==> src/rtl/uart_tx_fifo.sv <==
// uart_tx_fifo: byte-wide transmit FIFO feeding an 8N1-style UART serialiser
// with configurable data bits, parity and stop bits.
//
// Ports:
//   sys_clk    - single rising-edge clock
//   sys_rst    - asynchronous active-high reset; aborts any frame, empties the FIFO
//   s_data     - byte to send; only [DATA_BITS-1:0] reach the line
//   s_valid    - s_data valid; accepted when s_ready is also high
//   s_ready    - FIFO not full
//   tx         - registered serial line, idle high
//   tx_busy    - frame in progress or FIFO non-empty
//   fifo_count - current FIFO occupancy
module uart_tx_fifo #(
    parameter int unsigned CLK_FREQ   = 50_000_000,
    parameter int unsigned BAUD       = 115200,
    parameter int unsigned DATA_BITS  = 8,
    parameter int unsigned PARITY     = 0,
    parameter int unsigned STOP_BITS  = 1,
    parameter int unsigned FIFO_DEPTH = 16
) (
    input  logic                        sys_clk,
    input  logic                        sys_rst,
    input  logic [7:0]                  s_data,
    input  logic                        s_valid,
    output logic                        s_ready,
    output logic                        tx,
    output logic                        tx_busy,
    output logic [$clog2(FIFO_DEPTH):0] fifo_count
);

    localparam int unsigned CLKS_PER_BIT = CLK_FREQ / BAUD;
    localparam int unsigned BAUD_W       = $clog2(CLKS_PER_BIT + 1);
    localparam int unsigned PTR_W        = $clog2(FIFO_DEPTH);
    localparam int unsigned CNT_W        = PTR_W + 1;

    localparam logic [BAUD_W-1:0] BAUD_LAST = BAUD_W'(CLKS_PER_BIT - 1);
    localparam logic [2:0]        DATA_LAST = 3'(DATA_BITS - 1);
    localparam logic [2:0]        STOP_LAST = 3'(STOP_BITS - 1);
    localparam logic [7:0]        DATA_MASK = 8'((1 << DATA_BITS) - 1);
    localparam logic              ODD_PAR   = (PARITY == 2);

    typedef enum logic [2:0] {
        StIdle,
        StStart,
        StData,
        StParity,
        StStop
    } state_e;

    state_e            state_q, state_d;
    logic [BAUD_W-1:0] baud_q, baud_d;
    logic [2:0]        bit_q, bit_d;
    logic [7:0]        shift_q, shift_d;
    logic              parity_q, parity_d;
    logic              tx_q, tx_d;

    logic [7:0]        mem [FIFO_DEPTH];
    logic [PTR_W-1:0]  wr_ptr_q, rd_ptr_q;
    logic [CNT_W-1:0]  count_q;

    logic       push, pop, start_frame, bit_end, fifo_empty;
    logic [7:0] head;

    assign fifo_empty = (count_q == '0);
    assign s_ready    = (count_q < CNT_W'(FIFO_DEPTH));
    assign push       = s_valid & s_ready;
    assign head       = mem[rd_ptr_q] & DATA_MASK;
    assign bit_end    = (baud_q == BAUD_LAST);

    assign tx         = tx_q;
    assign tx_busy    = (state_q != StIdle) | ~fifo_empty;
    assign fifo_count = count_q;

    always_comb begin
        state_d     = state_q;
        baud_d      = baud_q + 1'b1;
        bit_d       = bit_q;
        shift_d     = shift_q;
        parity_d    = parity_q;
        tx_d        = tx_q;
        pop         = 1'b0;
        start_frame = 1'b0;

        unique case (state_q)
            StIdle: begin
                baud_d      = '0;
                bit_d       = '0;
                tx_d        = 1'b1;
                start_frame = ~fifo_empty;
            end
            StStart: begin
                if (bit_end) begin
                    state_d = StData;
                    baud_d  = '0;
                    bit_d   = '0;
                    tx_d    = shift_q[0];
                    shift_d = shift_q >> 1;
                end
            end
            StData: begin
                if (bit_end) begin
                    baud_d = '0;
                    if (bit_q == DATA_LAST) begin
                        bit_d = '0;
                        if (PARITY != 0) begin
                            state_d = StParity;
                            tx_d    = parity_q;
                        end else begin
                            state_d = StStop;
                            tx_d    = 1'b1;
                        end
                    end else begin
                        bit_d   = bit_q + 1'b1;
                        tx_d    = shift_q[0];
                        shift_d = shift_q >> 1;
                    end
                end
            end
            StParity: begin
                if (bit_end) begin
                    state_d = StStop;
                    baud_d  = '0;
                    bit_d   = '0;
                    tx_d    = 1'b1;
                end
            end
            StStop: begin
                if (bit_end) begin
                    baud_d = '0;
                    if (bit_q == STOP_LAST) begin
                        // Chain straight into the next frame when data is waiting.
                        if (!fifo_empty) begin
                            start_frame = 1'b1;
                        end else begin
                            state_d = StIdle;
                            bit_d   = '0;
                        end
                    end else begin
                        bit_d = bit_q + 1'b1;
                    end
                end
            end
            default: state_d = StIdle;
        endcase

        // Pop the head byte and drive the start bit on this same edge.
        if (start_frame) begin
            pop      = 1'b1;
            shift_d  = head;
            parity_d = (^head) ^ ODD_PAR;
            tx_d     = 1'b0;
            baud_d   = '0;
            bit_d    = '0;
            state_d  = StStart;
        end
    end

    always_ff @(posedge sys_clk or posedge sys_rst) begin
        if (sys_rst) begin
            state_q  <= StIdle;
            baud_q   <= '0;
            bit_q    <= '0;
            shift_q  <= '0;
            parity_q <= 1'b0;
            tx_q     <= 1'b1;
        end else begin
            state_q  <= state_d;
            baud_q   <= baud_d;
            bit_q    <= bit_d;
            shift_q  <= shift_d;
            parity_q <= parity_d;
            tx_q     <= tx_d;
        end
    end

    always_ff @(posedge sys_clk or posedge sys_rst) begin
        if (sys_rst) begin
            wr_ptr_q <= '0;
            rd_ptr_q <= '0;
            count_q  <= '0;
        end else begin
            if (push) begin
                wr_ptr_q <= wr_ptr_q + 1'b1;
            end
            if (pop) begin
                rd_ptr_q <= rd_ptr_q + 1'b1;
            end
            if (push && !pop) begin
                count_q <= count_q + 1'b1;
            end else if (pop && !push) begin
                count_q <= count_q - 1'b1;
            end
        end
    end

    // Storage needs no reset: entries are only read after being written.
    always_ff @(posedge sys_clk) begin
        if (push) begin
            mem[wr_ptr_q] <= s_data;
        end
    end

endmodule

==> config.mk <==
export PLATFORM = sky130hd
export DESIGN_NAME = uart_tx_fifo
export DESIGN_NICKNAME = d
export VERILOG_FILES = /design/src/rtl/uart_tx_fifo.sv
export SDC_FILE = /design/constraint.sdc
export NUM_CORES = 1
export LEC_CHECK = 0
export CORE_AREA = 2 2 122 124
export DETAILED_ROUTE_END_ITERATION = 10
export DIE_AREA = 0 0 124 126
export PLACE_DENSITY = 0.74
export SLEW_MARGIN = 20
export SYNTH_ARGS = -nofsm -noshare
export SYNTH_HDL_FRONTEND = slang
export SYNTH_SLANG_ARGS = --single-unit
==> constraint.sdc <==
create_clock -name sys_clk -period 3.45 [get_ports sys_clk]
set_input_delay 0.5175 -clock sys_clk [delete_from_list [all_inputs] [get_ports sys_clk]]
set_output_delay 0.5175 -clock sys_clk [all_outputs]
set_load 0.02 [all_outputs]
### Yosys cells after proc, flatten, opt, wreduce, memory -nomap -nowiden

Memory sizes are Yosys's and may differ from the RTL's.
Cells that the tools add are included.

* register bits after elaboration: 37
* RAM bits: 128
* bits of input ports: 11
* output and inout bits: 8
* logic and storage cells: 93
* memories: 1

Memory list
* mem: words 16, width 8, read ports 1, clocked after Yosys merged registers in 0, write ports 1, line 57 `logic [7:0] mem [FIFO_DEPTH];`

* $add $sub $neg: 6
* magnitude comparators: 1
* equal/unequal tests: 17
* multiplexer cells: 39
* bitwise gates (word level): 3
* reduce and logical (&&, ||, !) cells: 18

Operators with widths (count)
* $mux 3: 14
* $mux 8: 4
* $ne 3x3->1 const B: 8
* $mux 9: 2
* $pmux 9 s2: 1
* $pmux 8 s2: 1
* $pmux 3 s5: 1
* $pmux 3 s4: 1
* $mux 1: 11
* $mux 5: 2
* $reduce_bool 5->1: 2
* $add 9x1->9 const B: 1
* $eq 9x9->1 const B: 1
* $add 4x1->4 const B: 2
* $reduce_and 4->1: 2
* $reduce_and 8->1: 1
* $eq 3x2->1 const B: 2
* $eq 3x3->1 const B: 2
* $logic_not 3->1: 2
* $reduce_bool 3->1: 2
* $add 5x1->5 const B: 1
* $logic_not 5->1: 1
* $lt 5x5->1 const B: 1
* $reduce_and 5->1: 1
* 16 further kinds: 18

### Longest topological paths before layout

* depth after elaboration: 9
* mapped depth: 15
* depth with buffers taken out: 14

### Worst setup path after synthesis

Ideal clock, no wire load.

* path type: flip-flop to flip-flop
* from: register baud_q[1]
* to: register count_q[4], in the netlist fifo_count[4]
* library setup time: 0.128 ns
* arrival time: 2.612 ns
* required time: 3.322 ns
* slack: 0.710 ns
* stages on the path, launching flop included: 16
* buffers on the path: 1
* clock period less this slack: 2.740 ns
* cells stage by stage: dfrtp_1 > inv_1 > ha_1 > nand4b_1 > o41ai_2 > and3_1 > buf_6 > inv_2 > ha_1 > inv_1 > ha_1 > a21o_1 > a21oi_1 > xnor2_1 > nor2_1 > xnor2_1

* word-level cells in the longest chain between the ends: 7
* elaborated cells between the ends (all ways): 9
* classes of those cells: eq/ne: 1; mux: 4; reduce/logical: 4

Ends and longest elaborated chain
* from (decl): line 51 `logic [BAUD_W-1:0] baud_q, baud_d;`
* from (signal assigned): line 168 `baud_q <= baud_d;`
* $eq 9x9->1 *: line 68 `assign bit_end = (baud_q == BAUD_LAST);`
* $mux 1 *: line 128 `if (bit_end) begin`
* $pmux 1 s2 *: line 84 `unique case (state_q)`
* $mux 1 *: line 147 `if (start_frame) begin`
* $logic_not 1->1: line 188 `if (push && !pop) begin`
* $logic_and 1x1->1: line 188
* $mux 5 / $reduce_bool 2->1 (equally long branches)
* to (signal assigned): line 189 `count_q <= count_q + 1'b1;`
* to (signal assigned): line 191 `count_q <= count_q - 1'b1;`
* to (decl): line 59 `logic [CNT_W-1:0] count_q;`

Every way passes the cells marked *; elsewhere a longest branch is shown, timed or not.
A chain may end at the register's enable or synchronous reset.

### Final worst setup path

Same ends and word-level chain as after synthesis.

==> out/summary.txt <==
leading area contributor after synthesis: edfxtp_1
clock root cell: clkbuf_16
Min Clock Period, post-route: 2.924 ns
Pre-Repair DR Iteration Count: 4
Hold Fails Final Rpt: 0
Post-DRT Antenna Nets: 0
Seq pwr share: 45.4%
Layout Nets: 462
Worst-Skew Late Latency: 0.43 ns
Setup Fix Bufs, Post-CTS: 0
Die Wd: 124 µm
Synth Flop Type: edfxtp_1
library cells used by synthesis: 47
Hold-fix buffers, CTS: 0
DRT Wirelength: 13,520 µm
total clock sinks: 165
Die ar.: 0.01562 mm²
slew margin rel.: 37.39%
reg2reg start: baud_q[1]
Final Core Density: 54.85%
fmax: 342.0 MHz
VDD IR max: 531.3 µV
routability-driven placement congestion ratio: 0.8694
hpwl dp: 8631 µm
YS warnings: 0
CTS tree: yes
port buffer count: 18
num rows: 44
grt total ovfl: 0
Post-Synthesis Cell Area: 0.006968 mm²
CTS clk-pin slew, worst paths: 0.06 ns
Initial Utilization: 48.68%
maxcap violations: 0
Longest Clk Path Bufs: 2
DP Area: 0.007302 mm²
vias in the first global route: 3,690
final instance area: 0.007851 mm²
Net Sw Frac: 30.81%
Yosys top cell area share: 55.16%
worst path required time: 3.76 ns
unrepaired setup endpoints after global routing: no
Seq/Total Area, Yosys: 68.47%
Fill cells: 1,093
Wirelength per Cell: 21.35 µm
setup TNS: 0 ns
Clock power frac: 29.5%
initial DRC count: 331
max-slew violation count: 0
Syn Area/Cell: 16.95 µm²
Worst-Margin Slew: 0.9334 ns
FF+latch count, synth: 165
total CTS buffers: 17
startpoint class of the critical path: register
Post-Syn Instances: 411
CP endpoint kind: register
LEAKAGE: 2.711 nW
Ant. Diodes: 0
Net Sw Power: 0.001825 W
Area contributors post-synth: edfxtp_1, dfrtp_1, mux4_2, ha_1, xnor2_1
most frequent cells in the layout: edfxtp_1, dfrtp_1, mux4_2
largest net degree at the start of global routing: 27
syn_nets: 437
CP Launch Point: baud_q[1]
Crit path arrival time: 3.24 ns
area of the multi-input gates: 0.002022 mm²
initial antenna violation count: 0
Cell Int Power: 0.004098 W
routed via count: 3,630
GR Util All Layers: 18.91%
CP Class: reg -> reg
Syn-to-layout area delta: 12.68%
# H-tree levels: 4
final setup fails: 0
Worst Path Max Fanout: 9
commonest non-fill, non-tap cell in the layout: edfxtp_1
ratio of final minimum period to clock period: 84.76%
Post-synth EDFFs: 128
share of layout cells above drive strength 1: 18.26%
Setup Skew: 0.006316 ns
core area: 0.01431 mm²
Avg Vias per Cell: 5.735
Async S/R FF share, synth: 22.42%
io pins: 19
Comb pwr share: 25.1%
status: finished, final reports clean
Sequential Area: 0.004772 mm²
CTS resizes: 0
Chip Height: 126 µm
Residual DRC: 0
first-pass GRT wire length: 21,160 µm
power per cell area: 754.4 mW/mm²
min-delay worst type: in -> async
[sequential cells by signal (all words and copies together), names as in the netlist]
| name | count |
|---|---|
| bit_q | 3 |
| wr_ptr_q | 4 |
| rd_ptr_q | 4 |
| tx | 1 |
| baud_q | 9 |
| fifo_count | 5 |
| state_q | 3 |
| shift_q | 8 |
| mem | 128 |
[power by group through the flow]
stage	combinational, W	clock, W	sequential [W]
2_1_floorplan	0.00113	0	0.00261
3_3_place_gp	0.00144	0	0.00271
3_5_place_dp	0.00148	0	0.00273
4_1_cts	0.00150	0.00177	0.00270
5_1_grt	0.00163	0.00184	0.00273
6_report	0.00149	0.00175	0.00269
[cell type report]
cell class	instances	area share [%]
tap	184	2.932
clock buffer	18	5.466
inverter	12	0.5737
multi-input combinational	215	25.75
sequential	165	60.78
timing repair buffer	25	2.964
clock inverter	14	1.530
[through the flow]
step | worst slack (ns) | cells | hold WS (ns) | power, W
CTS | 0.5194 | 633 | 0.5198 | 0.005962
global placement | 0.6767 | 601 | 0.4934 | 0.004147
finish | 0.5258 | 633 | 0.4898 | 0.005923
detailed placement | 0.5486 | 601 | 0.5104 | 0.004212
floorplan | 0.7099 | 411 | 0.4751 | 0.003743
global route | 0.3515 | 633 | 0.5368 | 0.006201
[final timing paths]
check	end	slack, ns	depth (start not counted)
min in group sys_clk	tx	0.51	2
max in group asynchronous	baud_q[3]	2.34	3
worst min register to register	tx	0.51	2
worst min-delay path	fifo_count[0]	0.49	2
worst max-delay path	fifo_count[4]	0.53	14
worst max register to register	fifo_count[4]	0.53	14
[synthesized netlist by cell type, types with 5 or more instances]
master and count:
xnor2_1 13, ha_1 14, and2_1 17, a22oi_1 14, dfrtp_1 36, o21ai_0 12
a21oi_1 12, nor2_1 23, mux2i_1 8, and3_1 10, nand2_1 12, edfxtp_1 128
mux4_2 32, inv_1 11, clkbuf_1 6, nand3_1 5
[critical path, stage by stage (launching register included)]
cell	delay [ns]
dfrtp_1	0.41
inv_1	0.08
ha_1	0.14
nand4b_1	0.15
o41ai_2	0.35
and3_1	0.24
inv_2	0.09
ha_1	0.21
inv_1	0.14
ha_1	0.29
a21o_1	0.21
a21oi_1	0.17
xnor2_1	0.14
nor2_1	0.07
xnor2_1	0.13
[logic make-up (layout without fill, tap and decap cells)]
| family | count (synthesis) | count (layout) | share of synthesized area [%] |
|---|---|---|---|
| and+or+nand+nor | 91 | 91 | 7.398 |
| DFF | 165 | 165 | 68.47 |
| xor gates and xnor gates | 18 | 18 | 2.370 |
| muxes | 43 | 43 | 11.98 |
| adders and majority gates | 16 | 16 | 2.945 |
| buffers and inverters | 31 | 69 | 2.514 |
| AOI/OAI and AO/OA | 47 | 47 | 4.328 |
[layer usage]
metal	up-vias	global-route usage, %	wire (µm)
met5	-	0	0
met4	0	8.196	315
met3	19	4.665	785
met2	119	28.57	6625
met1	1862	26.31	5789
li1	1630	-	-
Power figures use the tool's default switching activity.
